## src/rtl/booth_seq_ctrl_if.sv

```systemverilog
// Handshake and datapath-strobe bundle between the Booth sequencer and its
// surroundings (control unit, iteration counter, A/Q/M registers).
interface booth_seq_ctrl_if #(
    parameter int unsigned CNT_W = 4
);
    logic             start;
    logic             q0;
    logic             q_1;
    logic [CNT_W-1:0] cnt;

    logic             cnt_clr;
    logic             c_up;
    logic             ld_m;
    logic             ld_q;
    logic             clr_a;
    logic             add;
    logic             sub;
    logic             shift;
    logic             out_hi;
    logic             out_lo;
    logic             busy;
    logic             done;

    // Environment side: control unit, counter and datapath.
    modport master (
        output start, q0, q_1, cnt,
        input  cnt_clr, c_up, ld_m, ld_q, clr_a, add, sub, shift,
               out_hi, out_lo, busy, done
    );

    // Sequencer side.
    modport slave (
        input  start, q0, q_1, cnt,
        output cnt_clr, c_up, ld_m, ld_q, clr_a, add, sub, shift,
               out_hi, out_lo, busy, done
    );
endinterface

```

## src/rtl/booth_seq_ctrl.sv

```systemverilog
// Moore control sequencer for the radix-2 Booth 16x16 multiplier.
// Optional macro BOOTH_CYCCNT_EN adds a 6-bit busy-cycle counter output.
module booth_seq_ctrl #(
    parameter int unsigned CNT_W = 4
) (
    input  logic              clk,
    input  logic              rst,
    booth_seq_ctrl_if.slave   bus
`ifdef BOOTH_CYCCNT_EN
    ,
    output logic [5:0]        cyc_cnt
`endif
);

    localparam logic [CNT_W-1:0] CNT_LAST = '1;

    typedef enum logic [3:0] {
        S_IDLE   = 4'd0,
        S_LOAD   = 4'd1,
        S_CHECK  = 4'd2,
        S_ADD    = 4'd3,
        S_SUB    = 4'd4,
        S_SHIFT  = 4'd5,
        S_OUT_HI = 4'd6,
        S_OUT_LO = 4'd7,
        S_DONE   = 4'd8
    } state_t;

    state_t state;
    state_t nxt;

    // Next-state decode; unused encodings fall back to IDLE.
    always_comb begin
        nxt = S_IDLE;
        case (state)
            S_IDLE:   nxt = bus.start ? S_LOAD : S_IDLE;
            S_LOAD:   nxt = S_CHECK;
            S_CHECK: begin
                case ({bus.q0, bus.q_1})
                    2'b01:   nxt = S_ADD;
                    2'b10:   nxt = S_SUB;
                    default: nxt = S_SHIFT;
                endcase
            end
            S_ADD:    nxt = S_SHIFT;
            S_SUB:    nxt = S_SHIFT;
            // cnt is the pre-increment value; the counter wraps on this edge.
            S_SHIFT:  nxt = (bus.cnt == CNT_LAST) ? S_OUT_HI : S_CHECK;
            S_OUT_HI: nxt = S_OUT_LO;
            S_OUT_LO: nxt = S_DONE;
            S_DONE:   nxt = S_IDLE;
            default:  nxt = S_IDLE;
        endcase
    end

    // State register with outputs registered from the next-state decode,
    // so each strobe is a pure function of the state held in that cycle.
    always_ff @(posedge clk or posedge rst) begin
        if (rst) begin
            state       <= S_IDLE;
            bus.cnt_clr <= 1'b0;
            bus.c_up    <= 1'b0;
            bus.ld_m    <= 1'b0;
            bus.ld_q    <= 1'b0;
            bus.clr_a   <= 1'b0;
            bus.add     <= 1'b0;
            bus.sub     <= 1'b0;
            bus.shift   <= 1'b0;
            bus.out_hi  <= 1'b0;
            bus.out_lo  <= 1'b0;
            bus.busy    <= 1'b0;
            bus.done    <= 1'b0;
        end else begin
            state       <= nxt;
            bus.cnt_clr <= (nxt == S_LOAD);
            bus.c_up    <= (nxt == S_SHIFT);
            bus.ld_m    <= (nxt == S_LOAD);
            bus.ld_q    <= (nxt == S_LOAD);
            bus.clr_a   <= (nxt == S_LOAD);
            bus.add     <= (nxt == S_ADD);
            bus.sub     <= (nxt == S_SUB);
            bus.shift   <= (nxt == S_SHIFT);
            bus.out_hi  <= (nxt == S_OUT_HI);
            bus.out_lo  <= (nxt == S_OUT_LO);
            bus.busy    <= (nxt != S_IDLE);
            bus.done    <= (nxt == S_DONE);
        end
    end

`ifdef BOOTH_CYCCNT_EN
    // Zero while in LOAD, then counts every busy edge; holds once idle.
    always_ff @(posedge clk or posedge rst) begin
        if (rst) begin
            cyc_cnt <= 6'd0;
        end else if (nxt == S_LOAD) begin
            cyc_cnt <= 6'd0;
        end else if (bus.busy) begin
            cyc_cnt <= cyc_cnt + 6'd1;
        end
    end
`endif

endmodule

```

## src/flat_wrapper.sv

```systemverilog
// flat-port wrapper written by rule: the top's interface ports become plain ports
module booth_seq_ctrl_flat 
#(
    parameter int unsigned CNT_W = 4
)
  (clk, rst, bus_start, bus_q0, bus_q_1, bus_cnt, bus_cnt_clr, bus_c_up, bus_ld_m, bus_ld_q, bus_clr_a, bus_add, bus_sub, bus_shift, bus_out_hi, bus_out_lo, bus_busy, bus_done);
  booth_seq_ctrl_if #(.CNT_W(CNT_W)) bus_i ();
  input  logic clk;
  input  logic rst;
  input wire logic [$bits(bus_i.start)-1:0] bus_start;
  input wire logic [$bits(bus_i.q0)-1:0] bus_q0;
  input wire logic [$bits(bus_i.q_1)-1:0] bus_q_1;
  input wire logic [$bits(bus_i.cnt)-1:0] bus_cnt;
  output wire logic [$bits(bus_i.cnt_clr)-1:0] bus_cnt_clr;
  output wire logic [$bits(bus_i.c_up)-1:0] bus_c_up;
  output wire logic [$bits(bus_i.ld_m)-1:0] bus_ld_m;
  output wire logic [$bits(bus_i.ld_q)-1:0] bus_ld_q;
  output wire logic [$bits(bus_i.clr_a)-1:0] bus_clr_a;
  output wire logic [$bits(bus_i.add)-1:0] bus_add;
  output wire logic [$bits(bus_i.sub)-1:0] bus_sub;
  output wire logic [$bits(bus_i.shift)-1:0] bus_shift;
  output wire logic [$bits(bus_i.out_hi)-1:0] bus_out_hi;
  output wire logic [$bits(bus_i.out_lo)-1:0] bus_out_lo;
  output wire logic [$bits(bus_i.busy)-1:0] bus_busy;
  output wire logic [$bits(bus_i.done)-1:0] bus_done;
  assign bus_i.start = bus_start;
  assign bus_i.q0 = bus_q0;
  assign bus_i.q_1 = bus_q_1;
  assign bus_i.cnt = bus_cnt;
  assign bus_cnt_clr = bus_i.cnt_clr;
  assign bus_c_up = bus_i.c_up;
  assign bus_ld_m = bus_i.ld_m;
  assign bus_ld_q = bus_i.ld_q;
  assign bus_clr_a = bus_i.clr_a;
  assign bus_add = bus_i.add;
  assign bus_sub = bus_i.sub;
  assign bus_shift = bus_i.shift;
  assign bus_out_hi = bus_i.out_hi;
  assign bus_out_lo = bus_i.out_lo;
  assign bus_busy = bus_i.busy;
  assign bus_done = bus_i.done;
  booth_seq_ctrl #(.CNT_W(CNT_W)) u_core (.clk(clk), .rst(rst), .bus(bus_i));
endmodule
```

## config.mk

```make
export PLATFORM = sky130hd
export DESIGN_NAME = booth_seq_ctrl_flat
export DESIGN_NICKNAME = d
export VERILOG_FILES = /design/src/rtl/booth_seq_ctrl_if.sv /design/src/rtl/booth_seq_ctrl.sv /design/src/flat_wrapper.sv
export SDC_FILE = /design/constraint.sdc
export NUM_CORES = 1
export LEC_CHECK = 0
export BUFFER_PORTS_ARGS = -buffer_cell sky130_fd_sc_hd__buf_2
export CAP_MARGIN = 15
export CORE_MARGIN = 1
export CORE_UTILIZATION = 32
export DETAILED_ROUTE_END_ITERATION = 12
export PLACE_DENSITY_LB_ADDON = 0.15
export RECOVER_POWER = 50
export SETUP_SLACK_MARGIN = 0.02
export SLEW_MARGIN = 20
export SYNTH_ARGS = -nofsm -noshare
export SYNTH_HDL_FRONTEND = slang
export SYNTH_SLANG_ARGS = --single-unit
```

## constraint.sdc

```tcl
create_clock -name clk -period 1.19 [get_ports clk]
set_input_delay 0.1785 -clock clk [delete_from_list [all_inputs] [get_ports clk]]
set_output_delay 0.1785 -clock clk [all_outputs]
set_load 0.02 [all_outputs]
```

==> flow_metrics.py <==
metrics = {
    "yosys": {
        "yosys_warnings": 0,
        "synth_cells": 56,
        "syn_area_sq_um": 598.1,
        "syn_nets": 65,
        "synth_area_per_cell_sq_um": 10.68,
        "ys_seq_area_share_pct": 50.21,
        "ys_seq_elements": 12,
        "synth.distinct_cells": 25,
    },
    "power_and_ir_drop": {
        "p_per_area_mw_per_mm2": 2608,
        "peakVddDrop_v": 0.0009948,
        "p_leak_uw": 0.0004053,
    },
    "placement": {
        "numPortBuffers": 20,
        "hpwl_microns": 829.8,
        "place.gp.congestion": 0.7493,
    },
    "setup_path": {
        "path_class": "register to register",
        "crit_family": "flip-flops",
        "crit_chain": "buf_4 -> o211ai_1 -> o21a_1 -> nor3b_2",
        "max_stage_delay_ns": 0.47,
        "start_kind": "register",
        "crit_buf_inv": 1,
        "critPathCaptureType": "register",
        "critPathMaxFanout": 8,
        "cpMaxStageDelayCell": "dfrtp_2",
        "critPathArrivalTime_ns": 1.39,
        "required_ns": 1.38,
    },
    "drt": {
        "drt-met1-wl_microns": 540,
        "dr_total_vias": 477,
        "dr.first_iter.drc_count": 14,
        "antenna_left": 0,
        "top_layer": "met4",
        "wirelength_microns": 1203,
        "wl_met3_microns": 51,
        "firstDrtPassIters": 4,
        "remaining_drc_errors": 0,
        "met2_length_microns": 604,
        "wire_per_inst_microns": 10.94,
        "viasPerCell": 4.336,
    },
    "timing": {
        "fin_crit_ns": 1.199,
        "drv_slew": 0,
        "final_hold_viol_count": 0,
        "fmax_ghz": 0.8340,
        "setup_viol": 1,
        "fin_ws_ns": -0.009015,
        "worst_slew_pin_slew_ns": 0.4541,
        "finClkSkew_ns": 0.002785,
        "setup-tns-final_ns": -0.009015,
        "rsz0062_at_grt": "yes",
        "max_slew_margin_pct": 69.69,
        "post-route-period-util_pct": 100.8,
    },
    "clock_tree": {
        "path_clk_slew_ns": 0.07,
        "cts_num_sinks": 12,
        "cts-buffers-inserted": 3,
        "root_buffer": "clkbuf_4",
        "clock_latency_ns": 0.27,
        "clk_path_buf_depth": 2,
        "htreeDepth": 1,
        "cts_tree": "built",
    },
    "layout": {
        "fin_nets": 95,
        "area_growth_pct": 38.91,
        "antenna_cells": 0,
        "final_util_pct": 47.60,
        "final_common_cell": "buf_2",
        "layout-drive-gt1-share_pct": 57.65,
        "layout_common_cells": "buf_2, buf_4, dfrtp_1, nor2_1",
    },
    "min_path": {
        "hp-class": "input port to register",
    },
    "floorplanning": {
        "fp-row-count": 15,
        "die_h_microns": 45.23,
        "die_w_microns": 45.23,
        "io_pins": 21,
        "core-area_sq_mm": 0.001745,
        "initial_utilization_pct": 34.27,
        "die-area_sq_mm": 0.002046,
    },
    "job": {
        "maxCapViolCount": 0,
    },
    "global_route": {
        "overflow": 0,
        "grt_max_degree": 13,
        "antenna_found_initial": 0,
        "grt_usage_pct": 13.15,
        "grt_pass1_vias": 446,
        "grt_pass1_wl_microns": 1856,
    },
    "status": {
        "violations": "negative setup slack",
        "status": "finished, violations left",
    },
}
metal layers:
layer	track usage, %	vias up
met5	0	-
met4	7.273	0
met3	3.600	2
met2	21.16	18
met1	15.79	218
li1	-	239
registers in the layout, summed over array words and instances (netlist names):
name / flops
u_core.bus.busy: 1
u_core.bus.sub: 1
u_core.bus.out_lo: 1
u_core.bus.add: 1
u_core.bus.done: 1
u_core.bus.c_up: 1
u_core.bus.cnt_clr: 1
u_core.bus.out_hi: 1
u_core.state: 4
final timing paths:
kind                                 startpoint                 end  slack (ns)  cells past startpoint
worst max-delay path            u_core.state[1]      u_core.bus.sub      -0.009                      4
worst min-delay path                 bus_cnt[1]   u_core.bus.out_hi        0.17                      3
worst max register to register  u_core.state[1]      u_core.bus.sub      -0.009                      4
worst min register to register  u_core.state[3]     u_core.state[0]        0.55                      1
max in group asynchronous                   rst     u_core.state[1]        0.40                      3
min in group asynchronous                   rst  u_core.bus.cnt_clr        0.45                      3
cell families after synthesis:
logic type | synth area share [%]
AOI/OAI and AO/OA | 11.93
buffers and inverters | 12.13
DFF | 50.21
and+or+nand+nor | 25.73
stage by stage:
step	instances	cell area [sq um]	setup WS, ns	power [uW]	hold slack, ns
after global routing	110	830.8	-0.08114	2298	0.1983
final	110	830.8	-0.009015	2167	0.1714
after floorplan	56	598.1	0.03492	1409	0.04320
after detailed placement	101	724.4	-0.09669	1612	0.2145
after global placement	101	724.4	-0.04087	1615	0.2089
after CTS	108	797.0	0.004048	2034	0.1871
synthesized netlist by cell type, drive strengths merged:
cell type / instances / area, sq um
or2b: 2 / 15.01
nor3: 2 / 10.01
a211oi: 2 / 27.53
and2b: 1 / 8.760
dfrtp: 12 / 300.3
nor4b: 1 / 8.760
o21a: 1 / 7.510
nand2: 4 / 15.01
nand2b: 1 / 6.260
inv: 2 / 7.510
buf: 8 / 65.06
nor3b: 3 / 22.52
nand4: 1 / 6.260
a21oi: 2 / 10.01
nor4: 1 / 12.51
nor2: 7 / 36.29
o211ai: 1 / 7.510
o21ai: 3 / 18.77
nor2b: 2 / 12.51
final cells by class:
class                      instances  area, sq um
clock buffer                       4        36.28
fill                             175        914.6
inverter                           2        7.507
multi-input combinational         34        249.0
sequential                        12        305.3
tap                               25        31.28
timing repair buffer              33        201.4
power by group:
group	total [uW]	switching (uW)	internal, uW
Sequential	705	163	542
Clock	321	135	186
Combinational	1140	573	568
Total	2170	871	1300
repair_timing:
action                     CTS  global route
pin swaps                    2             3
setup buffers                2             2
hold buffers                 1             0
hold endpoints to repair    12             0
setup endpoints to repair    5             5
gates resized for setup      6             6
worst reg2reg max path: stages, from the launching register on:
cell,delay (ns)
dfrtp_2,0.47
buf_4,0.16
o211ai_1,0.09
o21a_1,0.22
nor3b_2,0.19
Power figures use the tool's default switching activity.
